File: src/rtl/fp_add_seq.sv
// fp_add_seq: multi-cycle single-precision adder sequencer with valid/ready
// handshakes on both sides. The operands are ordered by magnitude, and the
// smaller one is aligned. The pair is then added or subtracted, normalized
// and rounded to nearest-even.
// Optional build macro: FP_ADD_SEQ_FAST_ALIGN_EN. When it is defined, ALIGN
// does one barrel shift in a single cycle instead of a 1-bit-per-cycle shift.

package definitions;
  typedef struct packed {
    logic        sign;
    logic [7:0]  exp;
    logic [22:0] mnt;
  } Float32;
endpackage

// Orders two floats by magnitude and reports their exponent difference.
module float_cmp
  import definitions::*;
(
  input  Float32     a,
  input  Float32     b,
  output Float32     gt,
  output Float32     lt,
  output logic [7:0] e_dif
);

  logic w_a_ge;

  // Magnitude compare on {exp, mnt}; ties resolve to a as the larger operand.
  always_comb begin
    w_a_ge = ({a.exp, a.mnt} >= {b.exp, b.mnt});
    gt     = w_a_ge ? a : b;
    lt     = w_a_ge ? b : a;
    e_dif  = gt.exp - lt.exp;
  end

endmodule

module fp_add_seq
  import definitions::*;
#(
  parameter int unsigned MAX_ALIGN = 27
) (
  input  logic   clk,
  input  logic   rst_n,
  input  logic   in_valid,
  output logic   in_ready,
  input  Float32 a,
  input  Float32 b,
  output logic   out_valid,
  input  logic   out_ready,
  output Float32 result,
  output logic   busy
);

  typedef enum logic [2:0] {
    S_IDLE,
    S_CMP,
    S_ALIGN,
    S_ADD,
    S_NORM,
    S_ROUND,
    S_DONE
  } state_t;

  state_t      r_state;
  state_t      w_next;

  Float32      r_a;
  Float32      r_b;
  Float32      r_result;

  // Working mantissas: [27] carry, [26] hidden, [25:3] fraction, [2:0] G/R/S.
  logic [27:0] r_mg;
  logic [27:0] r_ml;
  logic [9:0]  r_exp;
  logic        r_sign;
  logic        r_sub;
  logic [7:0]  r_cnt;

  Float32      w_gt;
  Float32      w_lt;
  logic [7:0]  w_edif;
  logic [7:0]  w_cnt_load;
  logic        w_gt_zero;

  logic        w_align_done;
  logic [27:0] w_ml_aligned;

  logic        w_norm_zero;
  logic        w_norm_carry;
  logic        w_norm_low;
  logic        w_carry_ovf;
  logic        w_exp_floor;

  logic        w_round_up;
  logic [23:0] w_frac_sum;
  logic [9:0]  w_rnd_exp;
  logic        w_rnd_inf;

  float_cmp u_cmp (
    .a     (r_a),
    .b     (r_b),
    .gt    (w_gt),
    .lt    (w_lt),
    .e_dif (w_edif)
  );

  // Ordering decisions taken in CMP: zero shortcut and capped align count.
  always_comb begin
    w_gt_zero  = (w_gt.exp == 8'd0);
    w_cnt_load = w_edif;
    if (32'(w_edif) > MAX_ALIGN) w_cnt_load = 8'(MAX_ALIGN);
  end

`ifdef FP_ADD_SEQ_FAST_ALIGN_EN
  logic [27:0] w_lost_mask;

  // Whole alignment in one step; every shifted-out bit folds into sticky.
  always_comb begin
    w_align_done = 1'b1;
    w_lost_mask  = (28'd1 << r_cnt) - 28'd1;
    w_ml_aligned = (r_ml >> r_cnt) | {27'd0, |(r_ml & w_lost_mask)};
  end
`else
  // One-bit alignment step; the bit leaving position 0 folds into sticky.
  always_comb begin
    w_align_done = (r_cnt == 8'd0);
    w_ml_aligned = {1'b0, r_ml[27:2], r_ml[1] | r_ml[0]};
  end
`endif

  // Normalize conditions, checked in priority order zero / carry / low.
  always_comb begin
    w_norm_zero  = (r_mg == 28'd0);
    w_norm_carry = r_mg[27];
    w_norm_low   = ~r_mg[26];
    w_carry_ovf  = ((r_exp + 10'd1) >= 10'd255);
    w_exp_floor  = (r_exp <= 10'd1);
  end

  // Round-to-nearest-even; a carry out of the fraction means mantissa overflow.
  always_comb begin
    w_round_up = r_mg[2] & (r_mg[1] | r_mg[0] | r_mg[3]);
    w_frac_sum = {1'b0, r_mg[25:3]} + {23'd0, w_round_up};
    w_rnd_exp  = r_exp + {9'd0, w_frac_sum[23]};
    w_rnd_inf  = (w_rnd_exp >= 10'd255);
  end

  // State register.
  always_ff @(posedge clk or negedge rst_n) begin
    if (!rst_n) r_state <= S_IDLE;
    else        r_state <= w_next;
  end

  // Next-state logic.
  always_comb begin
    w_next = r_state;
    unique case (r_state)
      S_IDLE:  if (in_valid) w_next = S_CMP;
      // A zero larger operand is routed through NORM's zero check, so the
      // +0 result appears two cycles after the accept.
      S_CMP:   w_next = w_gt_zero ? S_NORM : S_ALIGN;
      S_ALIGN: if (w_align_done) w_next = S_ADD;
      S_ADD:   w_next = S_NORM;
      S_NORM: begin
        if (w_norm_zero)       w_next = S_DONE;
        else if (w_norm_carry) w_next = w_carry_ovf ? S_DONE : S_NORM;
        else if (w_norm_low)   w_next = w_exp_floor ? S_DONE : S_NORM;
        else                   w_next = S_ROUND;
      end
      S_ROUND: w_next = S_DONE;
      S_DONE:  if (out_ready) w_next = S_IDLE;
      default: w_next = S_IDLE;
    endcase
  end

  // Outputs decoded from the current state.
  always_comb begin
    in_ready  = (r_state == S_IDLE);
    out_valid = (r_state == S_DONE);
    busy      = (r_state != S_IDLE);
    result    = r_result;
  end

  // Datapath: operand capture, align, add/sub, normalize and round.
  always_ff @(posedge clk or negedge rst_n) begin
    if (!rst_n) begin
      r_a      <= '0;
      r_b      <= '0;
      r_result <= '0;
      r_mg     <= '0;
      r_ml     <= '0;
      r_exp    <= '0;
      r_sign   <= 1'b0;
      r_sub    <= 1'b0;
      r_cnt    <= '0;
    end else begin
      unique case (r_state)
        S_IDLE: begin
          if (in_valid) begin
            r_a <= a;
            r_b <= b;
          end
        end
        S_CMP: begin
          r_sign <= w_gt.sign;
          r_sub  <= w_gt.sign ^ w_lt.sign;
          r_exp  <= {2'b00, w_gt.exp};
          r_cnt  <= w_cnt_load;
          r_mg   <= w_gt_zero ? '0 : {2'b01, w_gt.mnt, 3'b000};
          r_ml   <= (w_lt.exp == 8'd0) ? '0 : {2'b01, w_lt.mnt, 3'b000};
        end
        S_ALIGN: begin
`ifdef FP_ADD_SEQ_FAST_ALIGN_EN
          r_ml  <= w_ml_aligned;
          r_cnt <= '0;
`else
          if (!w_align_done) begin
            r_ml  <= w_ml_aligned;
            r_cnt <= r_cnt - 8'd1;
          end
`endif
        end
        S_ADD: begin
          r_mg <= r_sub ? (r_mg - r_ml) : (r_mg + r_ml);
        end
        S_NORM: begin
          if (w_norm_zero) begin
            r_result <= '0;
          end else if (w_norm_carry) begin
            if (w_carry_ovf) begin
              r_result <= '{sign: r_sign, exp: 8'hFF, mnt: '0};
            end else begin
              r_mg  <= {1'b0, r_mg[27:2], r_mg[1] | r_mg[0]};
              r_exp <= r_exp + 10'd1;
            end
          end else if (w_norm_low) begin
            if (w_exp_floor) begin
              r_result <= '{sign: r_sign, exp: '0, mnt: '0};
            end else begin
              r_mg  <= {r_mg[26:0], 1'b0};
              r_exp <= r_exp - 10'd1;
            end
          end
        end
        S_ROUND: begin
          if (w_rnd_inf) r_result <= '{sign: r_sign, exp: 8'hFF, mnt: '0};
          else           r_result <= '{sign: r_sign, exp: w_rnd_exp[7:0], mnt: w_frac_sum[22:0]};
        end
        default: ;
      endcase
    end
  end

endmodule

File: config.mk
export PLATFORM = sky130hd
export DESIGN_NAME = fp_add_seq
export DESIGN_NICKNAME = d
export VERILOG_FILES = /design/src/rtl/fp_add_seq.sv
export SDC_FILE = /design/constraint.sdc
export NUM_CORES = 1
export LEC_CHECK = 0
export CAP_MARGIN = 20
export CELL_PAD_IN_SITES_DETAIL_PLACEMENT = 0
export CELL_PAD_IN_SITES_GLOBAL_PLACEMENT = 1
export CORE_UTILIZATION = 46
export DETAILED_ROUTE_END_ITERATION = 10
export GPL_ROUTABILITY_DRIVEN = 0
export MAX_ROUTING_LAYER = met4
export PLACE_DENSITY_LB_ADDON = 0.1
export SYNTH_ARGS = -nofsm -noshare
export SYNTH_HDL_FRONTEND = slang
export SYNTH_HIERARCHICAL = 1
export SYNTH_SLANG_ARGS = --single-unit
File: constraint.sdc
create_clock -name clk -period 4.6 [get_ports clk]
set_input_delay 0.46 -clock clk [delete_from_list [all_inputs] [get_ports clk]]
set_output_delay 0.46 -clock clk [all_outputs]
set_load 0.1 [all_outputs]
==> impl_results.md <==
- Dominant delay contributor by cell family on the critical path: compound AO/OA/AOI/OAI gates
- Critical path arrival: 4.65 ns
- Gate count after technology mapping: 1,407
- Crit. End Element: flop
- Final Non-Filler Cells: ~1.8k
- DIE HEIGHT: between 150 and 200 um
- Hold Vio Cnt, Final: 0
- Area of the mapped netlist: 12,500 sq um
- Global router's overall resource usage: 0.255
- Cells after DPL: 1,799
- Placed cell area: 13,800 sq um
- Total negative slack for setup checks: 0 ns
- Highest cell delay on the worst timing path: 0.43 ns
- R2R setup slack: around 0.24 ns
- Synth top area cells: sky130_fd_sc_hd__dfrtp_1 (35%), sky130_fd_sc_hd__mux2_2 (8.9%), sky130_fd_sc_hd__ha_1 (6.8%), sky130_fd_sc_hd__nand2_1 (4.7%), sky130_fd_sc_hd__o21ai_0 (4.1%)
- DRT Pass-1 Iters: 6
- Largest net degree at the start of global routing: roughly 110
- Status: complete, no violations
- Root buffer cell: sky130_fd_sc_hd__clkbuf_16
- Synth cell types: 94
- Cell accounting for the most synthesized area: sky130_fd_sc_hd__dfrtp_1
- Fill cell count: 2,443
- End of the worst register-to-register path: r_cnt[1]
- Count of flip-flops with a built-in enable after synthesis: 0
- Post-route clock period utilization: 0.947
- Worst-Margin Slew: 0.969 ns
- Full die area: 27,800 sq um
- Mean cell area of the mapped netlist: 8.86 sq um
- Register area share after synthesis: 0.349
- Max Fclk: 229 MHz
- Total number of vias: roughly 11k
- Worst min-delay path category: in -> async
- Max H-tree Level: 4
- Clk slew on worst S/H paths: around 0.080 ns
- Max-slew headroom at the worst pin: 0.352
- Antenna cells: 0
- Area of the core: 26,400 sq um
- Aggregate global routing overflow: 0
- DRC violations left: 0
- Non-Filler Cell Area, Final: 14,500 sq um
- Clock Skews: between 0.015 and 0.02 ns
- Post-place setup slack: -0.0283 ns
- Via-per-instance ratio: 5.84
- Ranking of synthesized cells by instance count: sky130_fd_sc_hd__dfrtp_1 (174), sky130_fd_sc_hd__nand2_1 (155), sky130_fd_sc_hd__nor2_1 (106), sky130_fd_sc_hd__o21ai_0 (103), sky130_fd_sc_hd__mux2_2 (99)
- Cell breakdown of the critical path: inv_1 -> ha_2 -> nand4_1 -> nor4_4 -> a22oi_1 -> nand2_2 -> nor2_8 -> buf_4 -> o22ai_2 -> o221ai_2 -> a2111oi_2 -> nor3_2 -> or3_1 -> a31o_2 -> o311ai_0 -> o21ai_0
- Register area: 4360 sq um
- Data required time of the critical path: just under 5 ns
- Die width: ~170 um
- # rows: 59
- Post-DP HPWL: 24,900 um
- Number of storage elements in the synthesis netlist: 174
- Worst path slowest cell: sky130_fd_sc_hd__nor4_4
- CTS max path bufs: 2
- Initial antenna violation count: 0
- Most used flip-flop cell after synthesis: sky130_fd_sc_hd__dfrtp_1
- Max-cap violations: 0
- Via count of the first global-routing pass: 10.1k
- Number of warnings reported in the yosys synthesis log: 6
- TritonCTS clock tree: yes
- Count of endpoints failing setup in the final report: 0
- Final critical-path required period: 4.36 ns
- Net count of the mapped netlist: 1,544
- Most common cell in the netlist: sky130_fd_sc_hd__dfrtp_1
- Fraction of post-synthesis cell area in the top cell type by area: 0.349
- Total Wirelength: 33,700 um
- Fraction of final layout cells sized beyond drive strength 1: 0.141
- I/O pin count: 103
- Clock Latency Late Sink: 0.44 ns
- Share of synthesized registers carrying an async set or reset: 1.00
- Register-to-Register Path Depth: 16
- ANT nets after route: 0
- Footprint of the multi-input gates: 7580 sq um
- Setup slack after layout: ~0.24 ns
- Number of design-rule violations left by the first detailed-router iteration: 894
- RSZ-0062 raised after global routing: no
- Clock Sink Count: 174
- Startpoint type of the worst setup path: flop
- Starting utilization of the core area: 0.473
- Beginning of the worst register-to-register path: r_b[26]
- Number of CTS-inserted buffers: 17
- Count of buffer and inverter cells on the critical path: 2
- Maximum fanout along the worst path: 20
- Wire length of the first global-routing pass: 55,200 um
- Worst Setup Path Type: reg -> reg
- DR WL/cell: 18.4 um
- P&R area growth vs syn: 16.5%
- Final Max Slew Viols: 0
- Count of input and output buffers: ~100
- Post-layout nets: around 1.6k
==> routing by layer <==
metal	track usage	wire length (um)
met2	0.367	14300
met1	0.385	17600
met5	-	0
met3	0.0264	1570
met4	0.0499	225
==> worst max-delay path by stage <==
| stage | start | to | slack [ns] | cells past startpoint |
|---|---|---|---|---|
| 3_5_place_dp | r_a[27] | r_cnt[1] | -0.03 | 14 |
| 2_1_floorplan | r_a[4] | r_mg[21] | 0.40 | 16 |
| 5_1_grt | r_b[24] | r_cnt[1] | 0.005 | 16 |
| 6_report | r_b[26] | r_cnt[1] | 0.24 | 16 |
| 3_3_place_gp | r_a[27] | r_mg[20] | -0.004 | 14 |
| 4_1_cts | r_b[28] | r_cnt[1] | 0.03 | 15 |
==> worst register-to-register path: stages (launching register included) <==
cell and delay, ns:
sky130_fd_sc_hd__dfrtp_1 0.42, sky130_fd_sc_hd__inv_1 0.10, sky130_fd_sc_hd__ha_2 0.41, sky130_fd_sc_hd__nand4_1 0.24, sky130_fd_sc_hd__nor4_4 0.43, sky130_fd_sc_hd__a22oi_1 0.16
sky130_fd_sc_hd__nand2_2 0.16, sky130_fd_sc_hd__nor2_8 0.10, sky130_fd_sc_hd__buf_4 0.17, sky130_fd_sc_hd__o22ai_2 0.24, sky130_fd_sc_hd__o221ai_2 0.20, sky130_fd_sc_hd__a2111oi_2 0.41
sky130_fd_sc_hd__nor3_2 0.09, sky130_fd_sc_hd__or3_1 0.39, sky130_fd_sc_hd__a31o_2 0.26, sky130_fd_sc_hd__o311ai_0 0.28, sky130_fd_sc_hd__o21ai_0 0.16
==> final cells by class <==
class | instances | area share
clock buffer | 17 | 0.0293
clock inverter | 15 | 0.0127
inverter | 66 | 0.0171
multi-input combinational | 1091 | 0.522
sequential | 174 | 0.300
tap | 335 | 0.0289
timing repair buffer | 136 | 0.0904
==> flip-flops by register name (all words and copies together), names as in the netlist <==
register / count
r_state: 3
r_sub: 1
r_sign: 1
r_exp: 10
r_mg: 28
r_b: 32
r_cnt: 8
r_ml: 27
r_a: 32
result: 32
==> cells by family after synthesis <==
family                     synth area share
xor gates and xnor gates             0.0555
muxes                                0.0910
DFF                                   0.349
and+or+nand+nor                       0.183
AOI/OAI and AO/OA                     0.205
buffers and inverters                0.0461
adders and majority gates            0.0698
==> cells in the final DEF, fill, tap and decap left out, types with 17 or more instances in the layout <==
master	synthesis	layout
sky130_fd_sc_hd__clkbuf_16	0	17
sky130_fd_sc_hd__and3_1	31	31
sky130_fd_sc_hd__o21ai_0	103	103
sky130_fd_sc_hd__mux2_2	99	99
sky130_fd_sc_hd__inv_1	66	66
sky130_fd_sc_hd__ha_1	68	67
sky130_fd_sc_hd__a222oi_1	22	22
sky130_fd_sc_hd__xnor2_1	53	53
sky130_fd_sc_hd__nand3_1	47	47
sky130_fd_sc_hd__nor2_1	106	105
sky130_fd_sc_hd__buf_4	0	31
sky130_fd_sc_hd__clkdlybuf4s50_1	0	101
sky130_fd_sc_hd__nor3_1	25	24
sky130_fd_sc_hd__a21oi_1	81	81
sky130_fd_sc_hd__dfrtp_1	174	173
sky130_fd_sc_hd__xor2_1	26	26
sky130_fd_sc_hd__nand2_1	155	155
sky130_fd_sc_hd__a31oi_1	29	29
==> stage by stage <==
step / hold slack [ns] / utilization
after detailed placement: 0.469 / 0.525
after global placement: 0.458 / 0.525
after floorplan: 0.164 / -
after global routing: 0.497 / 0.551
after CTS: 0.213 / 0.549
final: 0.469 / 0.551
==> repair_timing <==
action,CTS,global route
resized for setup,1,4
endpoints found under the hold margin,0,32
pin swaps,0,3
endpoints found under the setup margin,3,10
buffers inserted,0,1
gates cloned,0,0
hold buffers,0,1
Power is left out: the tool's default activity adds up to more than one toggle a clock period on the data nets, which glitch-free logic cannot reach.
